File: src/rtl/uart_word_tx.sv
`default_nettype none
// ============================================================================
//  Module      : uart_word_tx
//  Description : Pops 16-bit words from the TX FIFO and serializes each one as
//                two UART bytes (8 data bits, optional parity, 1 or 2 stops).
//  Revision    : 1.0 - initial release
// ============================================================================
module uart_word_tx #(
   parameter bit          LSB_FIRST_BYTE = 1'b1,
   parameter bit          PARITY_EN      = 1'b0,
   parameter bit          PARITY_ODD     = 1'b0,
   parameter int unsigned STOP_BITS      = 1
) (
   input  logic        clk,
   input  logic        rst,
   input  logic        enable,
   input  logic [15:0] baud_divisor,
   input  logic [15:0] fifo_data,
   input  logic        fifo_empty,
   output logic        rd_en,
   output logic        tx,
   output logic        busy,
   output logic        word_done
);

   typedef enum logic [2:0] {
      S_IDLE   = 3'd0,
      S_REQ    = 3'd1,
      S_LATCH  = 3'd2,
      S_START  = 3'd3,
      S_DATA   = 3'd4,
      S_PARITY = 3'd5,
      S_STOP   = 3'd6
   } state_t;

   localparam logic [2:0] c_last_data = 3'd7;
   localparam logic [2:0] c_last_stop = 3'(STOP_BITS - 1);

   state_t      r_state;
   logic [15:0] r_word;
   logic [15:0] r_div;
   logic [15:0] r_baud_cnt;
   logic [2:0]  r_bit_cnt;
   logic        r_byte_idx;
   logic        r_word_done;
   logic        r_tx;

   state_t      w_state_nxt;
   logic [15:0] w_word_nxt;
   logic [15:0] w_div_nxt;
   logic [15:0] w_baud_cnt_nxt;
   logic [2:0]  w_bit_cnt_nxt;
   logic        w_byte_idx_nxt;
   logic        w_word_done_nxt;
   logic        w_tx_nxt;
   logic        w_bit_end;
   logic [7:0]  w_byte_nxt;

   always_comb begin
      w_state_nxt     = r_state;
      w_word_nxt      = r_word;
      w_div_nxt       = r_div;
      w_baud_cnt_nxt  = r_baud_cnt;
      w_bit_cnt_nxt   = r_bit_cnt;
      w_byte_idx_nxt  = r_byte_idx;
      w_word_done_nxt = 1'b0;
      w_bit_end       = (r_baud_cnt == (r_div - 16'd1));

      case (r_state)
         S_IDLE: begin
            if (enable && !fifo_empty) begin
               w_state_nxt = S_REQ;
            end
         end
         S_REQ: begin
            w_state_nxt = S_LATCH;
         end
         S_LATCH: begin
            // Divisor is frozen here for the whole word.
            w_word_nxt     = fifo_data;
            w_div_nxt      = (baud_divisor == 16'd0) ? 16'd1 : baud_divisor;
            w_byte_idx_nxt = 1'b0;
            w_baud_cnt_nxt = 16'd0;
            w_bit_cnt_nxt  = 3'd0;
            w_state_nxt    = S_START;
         end
         S_START: begin
            if (w_bit_end) begin
               w_baud_cnt_nxt = 16'd0;
               w_state_nxt    = S_DATA;
            end else begin
               w_baud_cnt_nxt = r_baud_cnt + 16'd1;
            end
         end
         S_DATA: begin
            if (w_bit_end) begin
               w_baud_cnt_nxt = 16'd0;
               if (r_bit_cnt == c_last_data) begin
                  w_bit_cnt_nxt = 3'd0;
                  w_state_nxt   = PARITY_EN ? S_PARITY : S_STOP;
               end else begin
                  w_bit_cnt_nxt = r_bit_cnt + 3'd1;
               end
            end else begin
               w_baud_cnt_nxt = r_baud_cnt + 16'd1;
            end
         end
         S_PARITY: begin
            if (w_bit_end) begin
               w_baud_cnt_nxt = 16'd0;
               w_state_nxt    = S_STOP;
            end else begin
               w_baud_cnt_nxt = r_baud_cnt + 16'd1;
            end
         end
         S_STOP: begin
            // The bit counter doubles as the stop-bit counter.
            if (w_bit_end) begin
               w_baud_cnt_nxt = 16'd0;
               if (r_bit_cnt == c_last_stop) begin
                  w_bit_cnt_nxt = 3'd0;
                  if (!r_byte_idx) begin
                     w_byte_idx_nxt = 1'b1;
                     w_state_nxt    = S_START;
                  end else begin
                     w_word_done_nxt = 1'b1;
                     w_state_nxt     = S_IDLE;
                  end
               end else begin
                  w_bit_cnt_nxt = r_bit_cnt + 3'd1;
               end
            end else begin
               w_baud_cnt_nxt = r_baud_cnt + 16'd1;
            end
         end
         default: begin
            w_state_nxt = S_IDLE;
         end
      endcase

      // tx is registered, so it is derived from where the FSM is heading.
      w_byte_nxt = ((w_byte_idx_nxt == 1'b0) == LSB_FIRST_BYTE) ? w_word_nxt[7:0]
                                                                 : w_word_nxt[15:8];
      case (w_state_nxt)
         S_START:  w_tx_nxt = 1'b0;
         S_DATA:   w_tx_nxt = w_byte_nxt[w_bit_cnt_nxt];
         S_PARITY: w_tx_nxt = (^w_byte_nxt) ^ PARITY_ODD;
         default:  w_tx_nxt = 1'b1;
      endcase
   end

   always_ff @(posedge clk or posedge rst) begin
      if (rst) begin
         r_state     <= S_IDLE;
         r_word      <= 16'd0;
         r_div       <= 16'd0;
         r_baud_cnt  <= 16'd0;
         r_bit_cnt   <= 3'd0;
         r_byte_idx  <= 1'b0;
         r_word_done <= 1'b0;
         r_tx        <= 1'b1;
      end else begin
         r_state     <= w_state_nxt;
         r_word      <= w_word_nxt;
         r_div       <= w_div_nxt;
         r_baud_cnt  <= w_baud_cnt_nxt;
         r_bit_cnt   <= w_bit_cnt_nxt;
         r_byte_idx  <= w_byte_idx_nxt;
         r_word_done <= w_word_done_nxt;
         r_tx        <= w_tx_nxt;
      end
   end

   assign rd_en     = (r_state == S_REQ);
   assign busy      = (r_state != S_IDLE);
   assign word_done = r_word_done;
   assign tx        = r_tx;

endmodule
`default_nettype wire

File: config.mk
export PLATFORM = sky130hd
export DESIGN_NAME = uart_word_tx
export DESIGN_NICKNAME = d
export VERILOG_FILES = /design/src/rtl/uart_word_tx.sv
export SDC_FILE = /design/constraint.sdc
export NUM_CORES = 1
export LEC_CHECK = 0
export CAP_MARGIN = 10
export CORE_ASPECT_RATIO = 1.5
export CORE_MARGIN = 2
export CORE_UTILIZATION = 42
export CTS_CLUSTER_DIAMETER = 200
export CTS_CLUSTER_SIZE = 20
export DETAILED_ROUTE_END_ITERATION = 16
export DONT_BUFFER_PORTS = 1
export GPL_TIMING_DRIVEN = 1
export SLEW_MARGIN = 20
export SYNTH_ARGS = -nofsm -noshare
export SYNTH_HDL_FRONTEND = slang
export SYNTH_SLANG_ARGS = --single-unit
File: constraint.sdc
create_clock -name clk -period 4.9 [get_ports clk]
set_clock_uncertainty 0.2 [all_clocks]
set_input_delay 0.98 -clock clk [delete_from_list [all_inputs] [get_ports clk]]
set_output_delay 0.98 -clock clk [all_outputs]
set_load 0.02 [all_outputs]
Word-level counts from Yosys, hierarchy flattened
Cells that the tools add are included.
{ "op_classes": {"order_cmp": 1, "muxes": 29, "reduce_logical": 9, "addsub": 3, "n_eq_ne": 11} }
{ "ops": {"columns": ["operator", "count"], "rows": [
  ["2-to-1 mux 16 bit", 3],
  ["2-to-1 mux 3 bit", 11],
  ["case mux 16 bit (2 select lines)", 1],
  ["case mux 3 bit (7 select lines)", 1],
  ["== test 3 bit (second input constant)", 6],
  ["adder 16 x 1 -> 16 bit (second input constant)", 1],
  ["== test 16 bit", 1],
  ["logical NOT 16 bit", 1],
  ["subtractor 16 x 1 -> 16 bit (second input constant)", 1],
  ["== test 3 x 2 -> 1 bit (second input constant)", 3],
  ["case mux 3 bit (3 select lines)", 1],
  ["2-to-1 mux 8 bit", 1],
  ["XOR reduction 8 bit", 1],
  ["2-to-1 mux 1 bit", 7],
  ["logical NOT 3 bit", 2],
  ["< comparator 3 x 4 -> 1 bit (second input constant)", 1],
  ["OR reduction 4 bit", 1],
  ["adder 3 x 1 -> 3 bit (second input constant)", 1],
  ["binary-select mux 1 bit (select 3 bit)", 1],
  ["== test 3 x 1 -> 1 bit (second input constant)", 1],
  ["case mux 1 bit (3 select lines)", 1],
  ["nonzero test 3 bit", 1],
  ["2-to-1 mux 2 bit", 1],
  ["case mux 1 bit (2 select lines)", 1],
  ["3 further kinds", 3]
]} }
{ "totals": {"register_bits": 57} }

Logic depth before layout (Yosys ltp)
Gate-level depths: netlist of the first run.
{ "depth": {"ltp_word": 8, "depth_mapped": 15, "depth_no_buf": 13} }

Worst setup path after synthesis of the first run
No wires, ideal clock.
{ "synth_timing": {"path_type": "reg-to-reg", "start": "register r_div[0]", "end": "register r_tx, in the netlist tx", "required_time_ps": 4622, "stages_incl_launch_ff": 13, "path_slack_ps": 1368, "path_buffers": 1, "arrival_time_ps": 3254, "synth_period_minus_slack_ps": 3532, "path_cell_list": "dfrtp_1 -> buf_4 -> inv_1 -> ha_1 -> nor4b_4 -> a21oi_2 -> or4_4 -> nor4_4 -> a41oi_1 -> a311oi_4 -> a2111oi_1 -> a2111o_1 -> a41oi_2"} }
{ "synth_via": {"elab_chain_cells": 8, "elab_cells_between_ends": 20, "cone_classes": "add/sub: 1; eq/ne: 4; mux: 14; reduce/logical: 1"} }
{ "synth_lines": {"columns": ["element", "line_no", "source"], "rows": [
  ["start, declared", "41", "logic [15:0] r_div;"],
  ["start signal, assigned", "165", "r_div <= w_div_nxt;"],
  ["subtractor 16 x 1 -> 16 bit (*)", "67", "w_bit_end = (r_baud_cnt == (r_div - 16'd1));"],
  ["== test 16 bit (*)", "67", null],
  ["2-to-1 mux 1 bit", "118", "if (w_bit_end) begin"],
  ["case mux 1 bit (2 select lines)", "69", "case (r_state)"],
  ["2-to-1 mux 8 bit", "142", "w_byte_nxt = ((w_byte_idx_nxt == 1'b0) == LSB_FIRST_BYTE) ? w_word_nxt[7:0]"],
  ["binary-select mux 1 bit (select 3 bit)", "146", "S_DATA: w_tx_nxt = w_byte_nxt[w_bit_cnt_nxt];"],
  ["2-to-1 mux 1 bit (not written as such)", "146", null],
  ["case mux 1 bit (3 select lines) (*)", "144", "case (w_state_nxt)"],
  ["named net w_tx_nxt", "55", "logic w_tx_nxt;"],
  ["end signal, assigned", "170", "r_tx <= w_tx_nxt;"],
  ["end, declared", "46", "logic r_tx;"]
]} }
Mark *: on every way through the listed nets, which the timed path passes. The rest lies on a longest branch. The select of a mux whose other input is x is not followed.
A chain may end at the register's enable or synchronous reset.

Worst setup path in the final report of the first run
{ "layout_timing": {"start": "register r_div[1]", "end": "register r_tx, in the netlist tx"} }
{ "layout_via": {"elab_cells_between_ends": 20, "cone_classes": "add/sub: 1; eq/ne: 4; mux: 14; reduce/logical: 1"} }
{ "layout_rtl": {"columns": ["element", "line_no", "source"], "rows": [
  ["subtractor 16 x 1 -> 16 bit (*)", "67", null],
  ["== test 16 bit (*)", "67", null],
  ["2-to-1 mux 3 bit, on equally long branches", "118, 96", null],
  ["case mux 3 bit (3 select lines) (*)", "69", null],
  ["named net w_bit_cnt_nxt[0]", "52", "logic [2:0] w_bit_cnt_nxt;"],
  ["binary-select mux 1 bit (select 3 bit) (*)", "146", null],
  ["2-to-1 mux 1 bit (not written as such) (*)", "146", null],
  ["case mux 1 bit (3 select lines) (*)", "144", null],
  ["named net w_tx_nxt", "55", null]
]} }
Marks and branches as above.

==> results of run 1 <==
## final timing paths
check / slack [ns] / depth (start not counted) / to / startpoint
max: 0.80 / 13 / tx$_DFF_PP1_ / r_div[1]$_DFFE_PP0P_
min: 0.29 / 1 / r_baud_cnt[15]$_DFFE_PP0P_ / r_baud_cnt[15]$_DFFE_PP0P_
max reg2reg: 0.80 / 13 / tx$_DFF_PP1_ / r_div[1]$_DFFE_PP0P_
min reg2reg: 0.29 / 1 / r_baud_cnt[15]$_DFFE_PP0P_ / r_baud_cnt[15]$_DFFE_PP0P_
max in group asynchronous: 3.46 / 2 / r_div[6]$_DFFE_PP0P_ / rst
min in group asynchronous: 0.55 / 2 / r_baud_cnt[6]$_DFFE_PP0P_ / rst
## layout make-up
type	instances	area, µm²
multi-input cells	310	2290
well taps	112	140
clock buffers	11	243
fillers	908	4890
inverters	18	67.6
repair buffers	5	37.5
flip-flops and latches	57	1430
clock inverters	3	42.5
## state kept, by name, indices dropped and copies added, names as in the netlist
register / cells
r_baud_cnt: 16
r_bit_cnt: 3
r_byte_idx: 1
r_div: 16
r_state: 3
r_word: 16
tx: 1
word_done: 1
## stage by stage
stage                     total power, mW  instances
final                                1.42        516
after CTS                            1.44        516
after detailed placement            0.818        502
after global routing                 1.49        516
after global placement              0.816        502
after floorplan                     0.761        408
## per-layer routing
metal / GRT usage, % / up-vias
met3: 4.03 / 21
li1: - / 1497
met2: 36.3 / 72
met1: 21.2 / 1599
met5: 0 / -
met4: 7.99 / 0
## logic make-up after synthesis
| group | after synthesis | share of synthesized area, % |
|---|---|---|
| DFF | 57 | 36.4 |
| xor gates and xnor gates | 31 | 8.42 |
| buffers and inverters | 41 | 5.45 |
| AOI/OAI and AO/OA | 101 | 18.8 |
| and+or+nand+nor | 144 | 21.2 |
| muxes | 29 | 8.23 |
| adders and majority gates | 5 | 1.59 |
## power by group through the flow
stage / Clock [mW] / Sequential, mW / Combinational, mW
4_1_cts: 0.627 / 0.585 / 0.228
3_5_place_dp: 0 / 0.592 / 0.227
5_1_grt: 0.645 / 0.593 / 0.254
6_report: 0.610 / 0.585 / 0.225
3_3_place_gp: 0 / 0.592 / 0.224
2_1_floorplan: 0 / 0.555 / 0.206
## cell usage after synthesis (5+ instances only)
cell type | number | area share, %
xnor2_1 | 14 | 3.1
a31oi_1 | 7 | 1.1
nand3_1 | 19 | 2.4
clkbuf_1 | 11 | 1.1
a21oi_1 | 10 | 1.3
o21ai_0 | 29 | 3.7
mux2_2 | 23 | 6.6
and3_1 | 10 | 1.6
nor3_1 | 10 | 1.3
nor2_1 | 27 | 2.6
inv_1 | 17 | 1.6
dfrtp_1 | 56 | 36
nand2b_1 | 6 | 0.96
mux2i_1 | 5 | 1.3
ha_1 | 5 | 1.6
xor2_1 | 13 | 2.9
nor4_1 | 8 | 1.3
nand4_1 | 6 | 0.96
nand2_1 | 26 | 2.5
buf_6 | 6 | 1.7
o21ai_1 | 6 | 0.77
## critical path, cell delays in order (launching register included)
cell	delay, ns
dfrtp_1	0.43
inv_1	0.10
ha_1	0.29
nor4b_4	0.39
a21oi_2	0.05
or4_4	0.58
nor4_4	0.38
nand4_2	0.45
a31oi_1	0.31
o22ai_1	0.09
nor2_1	0.25
inv_1	0.10
a211o_1	0.24
a41oi_2	0.15
==> metrics.cfg, run 1 <==
[drt]
met1_length_mm = 3.75
wl_met2_mm = 5.33
wirelength_mm = 9.69
drc = 0
dr_total_vias = 3189
top_layer_used = met4
wl_per_cell_um = 18.8
ant_nets = 0
dr_wl_met3_um = 343
firstDrtPassIters = 4
drtIter0Drc = 220
vias_per_cell = 6.18

[timing]
period_needed_ns = 4.10
timing.hold.ws_ns = 0.294
setup_viol = 0
rsz0062_at_grt = no
worst_pin_slew_ns = 0.854
maxSlewViolCount = 0
max_freq_mhz = 244
relSlewSlack_pct = 42.7
hold_viol = 0
finalCritPeriodShare_pct = 83.7
setup-tns-final_ns = 0
timing.final.ws_setup_ns = 0.799

[floorplan]
die_area_um2 = 10100
io_pins = 40
dieWidth_um = 82.9
std_cell_rows = 43
core_um2 = 9150
initial_core_util_pct = 42.9
die_y_um = 122

[critical_path]
worst_ep_arrival_time_ns = 4.16
path_class = reg -> reg
worstPathRequired_ns = 4.96
cp-start-kind = flip-flop
cp_max_fo = 18
endpoint_kind = flip-flop

[logic_synthesis]
syn_area_um2 = 3920
synthFlopType = dfrtp_1
ys_seq_area_share_pct = 36.4
syn_avg_cell_area_um2 = 9.62
synth.net_count = 449
synth_edf_count = 0
async_flop_share_pct = 100
synth_cell_types = 80
syn_inst = 408
synth-seq-cells = 57
yosys_warnings = 0

[clock_network]
cts_tree = built
postCtsSetupBuffers = 0
cts.htree.levels = 3
cts.path.max_buffers = 2
cts.clk_slew.worst_paths_ns = 0.05
clkLatencyLatePin_ns = 0.33
cts_num_sinks = 57
cts-root-buf = clkbuf_16
hold_buffers = 0
cts_buffers = 9
cts_resized = 0

[cells_and_area]
mostFrequentLayoutCells = dfrtp_1 (56), o21ai_0 (29), nand2_1 (26), nor2_1 (26), mux2_2 (23)
final_area_um2 = 4250
nets = 442
layout_commonest_cell = dfrtp_1
antennaDiodeCount = 0
area_delta_synth_final_pct = 8.35
final_core_util_pct = 46.5
drive_gt1_share_pct = 17.3

[global_route]
grt_max_degree = 58
antenna_found_initial = 0
grt_pass1_vias = 3179
grt_usage_pct = 19.4
grt_overflow = 0
grt_first_pass_wirelength_mm = 15.7

[placed_design]
detailed_place_hpwl_mm = 7.23
dp_slack_ns = 0.867
io_buffer_count = 0
place_area_um2 = 3960
globalplace.congestion = 0.882

[hold_path]
hold_path_class = reg -> reg

[power_and_ir_drop]
peakVddDrop_mv = 0.243
power_leakage_nw = 1.72
power.share.switching_pct = 27.8
p_int_mw = 1.02
cellPowerDensity_nw_per_um2 = 334
power_frac_comb_pct = 15.8
power.share.sequential_pct = 41.2
clockPowerShare_pct = 43.0
p_switching_mw = 0.395

[job]
maxCapViolCount = 0

[outcome]
status = finished clean

Power figures use the tool's default switching activity.
==> inputs of run 2 (changes only) <==
==> constraint.sdc (replaced) <==
create_clock -name clk -period 4.2 [get_ports clk]
set_clock_uncertainty 0.2 [all_clocks]
set_input_delay 0.84 -clock clk [delete_from_list [all_inputs] [get_ports clk]]
set_output_delay 0.84 -clock clk [all_outputs]
set_load 0.02 [all_outputs]
==> metrics.cfg, run 2 (synthesized netlist as in run 1, its figures left out) <==
[critical_path]
cp_max_fo = 7
regToRegStartpoint = r_div[0]$_DFFE_PP0P_
reg2regPathDepth = 13
endpoint_kind = flip-flop
path_class = reg -> reg
r2r_slack_ns = 0.27
worst_ep_arrival_time_ns = 3.98
cp-start-kind = flip-flop
worstPathRequired_ns = 4.25
r2r_end = tx$_DFF_PP1_

[cells_and_area]
antennaDiodeCount = 0
area_delta_synth_final_pct = 9.25
nets = 445
final_core_util_pct = 46.9
reg.largest.list = r_baud_cnt: 16 flops, r_div: 16 flops, r_word: 16 flops
mostFrequentLayoutCells = dfrtp_1 (56), o21ai_0 (29), nand2_1 (26), nor2_1 (26), mux2_2 (23)
drive_gt1_share_pct = 18.3
layout_commonest_cell = dfrtp_1

[floorplan]
std_cell_rows = 43
die_area_um2 = 10100
dieWidth_um = 82.9
io_pins = 40
die_y_um = 122
initial_core_util_pct = 42.9
core_um2 = 9150

[power_and_ir_drop]
clockPowerShare_pct = 43.4
cellPowerDensity_nw_per_um2 = 390
power_frac_comb_pct = 15.9
power_leakage_nw = 1.73
p_int_mw = 1.20
peakVddDrop_mv = 0.298
power.share.switching_pct = 28.2
p_total_mw = 1.67
power.share.sequential_pct = 40.7
p_switching_mw = 0.471

[global_route]
grt_first_pass_wirelength_mm = 15.8
grt_pass1_vias = 3294
antenna_found_initial = 0
grt_overflow = 0
grt_max_degree = 32
grt_usage_pct = 19.7

[drt]
firstDrtPassIters = 4
drc = 0
wirelength_mm = 9.81
dr_total_vias = 3091
ant_nets = 0
wl_per_cell_um = 18.8
vias_per_cell = 5.93
drtIter0Drc = 154

[clock_network]
cts.path.max_buffers = 2
cts_buffers = 9
cts.htree.levels = 3
cts_resized = 0
cts.clk_slew.worst_paths_ns = 0.05
clkLatencyLatePin_ns = 0.33
cts_num_sinks = 57
cts-root-buf = clkbuf_16
postCtsSetupBuffers = 0
cts_tree = built
hold_buffers = 0

[job]
maxCapViolCount = 0

[hold_path]
hold_path_class = in -> async

[timing]
period_needed_ns = 3.93
worst_pin_slew_ns = 0.664
hold_viol = 0
timing.hold.ws_ns = 0.271
maxSlewViolCount = 0
max_freq_mhz = 254
relSlewSlack_pct = 55.7
setup_viol = 0
finalCritPeriodShare_pct = 93.6
rsz0062_at_grt = no
setup-tns-final_ns = 0

[placed_design]
io_buffer_count = 0
detailed_place_hpwl_mm = 7.40
globalplace.congestion = 0.895

[outcome]
status = finished clean

## run 2: cell count changes in the layout (fill, tap and decap cells not counted), sizes merged
cell | before | now
buf | 5 | 8
clkinv | 1 | 2
clkinvlp | 1 | 2
## run 2: final cells by class
type | instances | area [µm²]
Fill cell | 874 | 4860
Multi-Input combinational cell | 310 | 2290
Sequential cell | 57 | 1430
Clock buffer | 11 | 243
Tap cell | 112 | 140
Inverter | 18 | 67.6
Timing Repair Buffer | 8 | 60.1
Clock inverter | 5 | 55.1
## run 2: worst max path at each step
stage,startpoint,endpoint,slack (ns)
after floorplan,r_div[0]$_DFFE_PP0P_,tx$_DFF_PP1_,0.67
after global placement,r_div[0]$_DFFE_PP0P_,tx$_DFF_PP1_,0.38
after detailed placement,r_div[0]$_DFFE_PP0P_,tx$_DFF_PP1_,0.29
after CTS,r_div[0]$_DFFE_PP0P_,tx$_DFF_PP1_,0.26
after global routing,r_div[0]$_DFFE_PP0P_,tx$_DFF_PP1_,0.02
final,r_div[0]$_DFFE_PP0P_,tx$_DFF_PP1_,0.27
## run 2: worst max-delay path, stage by stage, from the launching register on
cell and delay (ns):
dfrtp_1 0.44, inv_1 0.09, ha_1 0.30, nor4b_4 0.38
a21oi_2 0.05, or4_4 0.58, nor4_4 0.36, and4_1 0.43
a21o_1 0.16, a21oi_1 0.05, nor2_1 0.27, inv_1 0.10
a211o_1 0.27, a41oi_2 0.17
## run 2: power by group through the flow
stage          clock, mW  combinational (mW)  sequential, mW
4_1_cts            0.740               0.268           0.682
3_3_place_gp           0               0.261           0.688
3_5_place_dp           0               0.264           0.690
6_report           0.726               0.265           0.681
2_1_floorplan          0               0.241           0.647
5_1_grt            0.770               0.295           0.689
## run 2: through the flow
| step | instances | setup slack (ns) | area [µm²] |
|---|---|---|---|
| 4_1_cts | 521 | 0.259 | 4280 |
| 3_5_place_dp | 505 | 0.289 | 3990 |
| 3_3_place_gp | 505 | 0.378 | 3990 |
| 5_1_grt | 521 | 0.0188 | 4290 |
| 6_report | 521 | 0.270 | 4290 |
| 2_1_floorplan | 408 | 0.668 | 3920 |
## run 2: metal layers
layer	vias to the layer above	GRT usage [%]	wire length, µm
met4	0	11.3	368
met5	-	0	0
li1	1511	-	-
met2	48	36.7	5410
met3	24	4.10	271
met1	1508	20.4	3760
==> inputs of run 3 (changes only) <==
--- a/config.mk
+++ b/config.mk
@@ -5,15 +5,16 @@
 export SDC_FILE = /design/constraint.sdc
 export NUM_CORES = 1
 export LEC_CHECK = 0
+export BUFFER_PORTS_ARGS = -buffer_cell sky130_fd_sc_hd__clkbuf_2
 export CAP_MARGIN = 10
 export CORE_ASPECT_RATIO = 1.5
 export CORE_MARGIN = 2
-export CORE_UTILIZATION = 42
+export CORE_UTILIZATION = 55
 export CTS_CLUSTER_DIAMETER = 200
 export CTS_CLUSTER_SIZE = 20
 export DETAILED_ROUTE_END_ITERATION = 16
-export DONT_BUFFER_PORTS = 1
 export GPL_TIMING_DRIVEN = 1
+export PLACE_DENSITY = 0.75
 export SLEW_MARGIN = 20
 export SYNTH_ARGS = -nofsm -noshare
 export SYNTH_HDL_FRONTEND = slang
==> metrics.cfg, run 3 (synthesized netlist as in run 1, its figures left out) <==
[global_route]
antenna_found_initial = 0
grt_first_pass_wirelength_mm = 15.2
grt_pass1_vias = 3237
grt_max_degree = 41
grt_overflow = 0
grt_usage_pct = 25.6

[floorplan]
die_area_um2 = 7840
initial_core_util_pct = 56.9
dieWidth_um = 73.0
core_um2 = 6900
die_y_um = 107
io_pins = 40
std_cell_rows = 37

[timing]
maxSlewViolCount = 0
relSlewSlack_pct = 46.9
rsz0062_at_grt = no
worst_pin_slew_ns = 0.795
period_needed_ns = 3.93
setup-tns-final_ns = 0
finalCritPeriodShare_pct = 93.5
hold_viol = 0
max_freq_mhz = 255
setup_viol = 0

[cells_and_area]
mostFrequentLayoutCells = dfrtp_1 (56), clkbuf_2 (39), o21ai_0 (29)
fillers = 586
area_delta_synth_final_pct = 10.8
nets = 483
layout_commonest_cell = dfrtp_1
final_core_util_pct = 63.0
antennaDiodeCount = 0
reg.largest.list = r_baud_cnt: 16 flops, r_div: 16 flops, r_word: 16 flops
drive_gt1_share_pct = 25.3

[critical_path]
critical_path_depth = 12
cp_slowest_stage_delay_ns = 0.58
cp-start-kind = flip-flop
startpoint = r_div[0]$_DFFE_PP0P_
cpLargestDelayFamily = simple AND/OR/NAND/NOR gates
worstPathRequired_ns = 4.27
r2r_slack_ns = 0.27
endpoint_kind = flip-flop
regToRegStartpoint = r_div[0]$_DFFE_PP0P_
cp_slowest_cell = or4_4
path_class = reg -> reg
worst_ep_arrival_time_ns = 3.99
r2r_end = tx$_DFF_PP1_
path_cells = inv_1 -> ha_1 -> nor4b_4 -> a21oi_2 -> or4_4 -> nor4_4 -> and4_1 -> a311oi_4 -> or4_1 -> o31a_1 -> nand4_1 -> a41oi_2
cp_max_fo = 8
cp_num_buf_inv = 1
reg2regPathDepth = 12

[drt]
drc = 0
firstDrtPassIters = 5
wirelength_mm = 9.24
ant_nets = 0
vias_per_cell = 6.26
drtIter0Drc = 208
wl_per_cell_um = 17.6
dr_total_vias = 3282

[clock_network]
cts_buffers = 9
cts-root-buf = clkbuf_8
cts.htree.levels = 3
cts.path.max_buffers = 2
clkLatencyLatePin_ns = 0.35
hold_buffers = 0
cts_num_sinks = 57
postCtsSetupBuffers = 0
cts.clk_slew.worst_paths_ns = 0.06
cts_resized = 0
cts_tree = built

[placed_design]
io_buffer_count = 39
globalplace.congestion = 0.915
detailed_place_hpwl_mm = 6.94

[power_and_ir_drop]
peakVddDrop_mv = 0.254
power_leakage_nw = 1.86
cellPowerDensity_nw_per_um2 = 348

[job]
maxCapViolCount = 0

[hold_path]
hold_start = r_word[15]$_DFF_PP0_
min_delay_path_depth = 1
hold_path_class = reg -> reg
holdPathEnd = r_word[15]$_DFF_PP0_

[outcome]
status = finished clean

## run 3: worst max path at each step
| stage | to |
|---|---|
| after global placement | tx$_DFF_PP1_ |
| after CTS | tx$_DFF_PP1_ |
| after global routing | r_baud_cnt[15]$_DFFE_PP0P_ |
| after floorplan | tx$_DFF_PP1_ |
| final | tx$_DFF_PP1_ |
| after detailed placement | tx$_DFF_PP1_ |
## run 3: through the flow
stage               hold WS (ns)  area (µm²)  total power [mW]  cells  worst slack (ns)
CTS                        0.336        4340              1.53    524             0.251
global placement           0.317        4130             0.962    509             0.435
finish                     0.332        4350              1.51    524             0.275
detailed placement         0.316        4130             0.972    509             0.290
global route               0.355        4350              1.60    524          0.000910
floorplan                  0.261        3920             0.888    408             0.668
## run 3: layout make-up
cell class / instances / area [µm²] / area share, %
flip-flops and latches: 57 / 1430 / 32.8
clock buffers: 13 / 179 / 4.12
well taps: 78 / 97.6 / 2.24
clock inverters: 2 / 35.0 / 0.806
multi-input cells: 310 / 2290 / 52.7
inverters: 18 / 67.6 / 1.55
repair buffers: 46 / 248 / 5.70
## run 3: worst register-to-register path, cell delays in order, from the launching register on
cell and delay, ns:
dfrtp_1 0.44, inv_1 0.08, ha_1 0.27, nor4b_4 0.38
a21oi_2 0.05, or4_4 0.58, nor4_4 0.37, and4_1 0.44
a311oi_4 0.21, or4_1 0.44, o31a_1 0.13, nand4_1 0.13
a41oi_2 0.12
## run 3: per-layer routing
| layer | GRT usage, % | share of wire, % | vias to the layer above |
|---|---|---|---|
| met1 | 27.6 | 38 | 1596 |
| met5 | 0 | 0 | - |
| met4 | 13.1 | 3.6 | 0 |
| li1 | - | - | 1589 |
| met3 | 7.02 | 3.8 | 25 |
| met2 | 44.7 | 54 | 72 |
## run 3: report_power, final
part | switching [mW] | internal (mW) | total (mW)
Sequential | 0.0818 | 0.597 | 0.679
Combinational | 0.140 | 0.142 | 0.282
Clock | 0.219 | 0.334 | 0.553
Total | 0.441 | 1.07 | 1.51
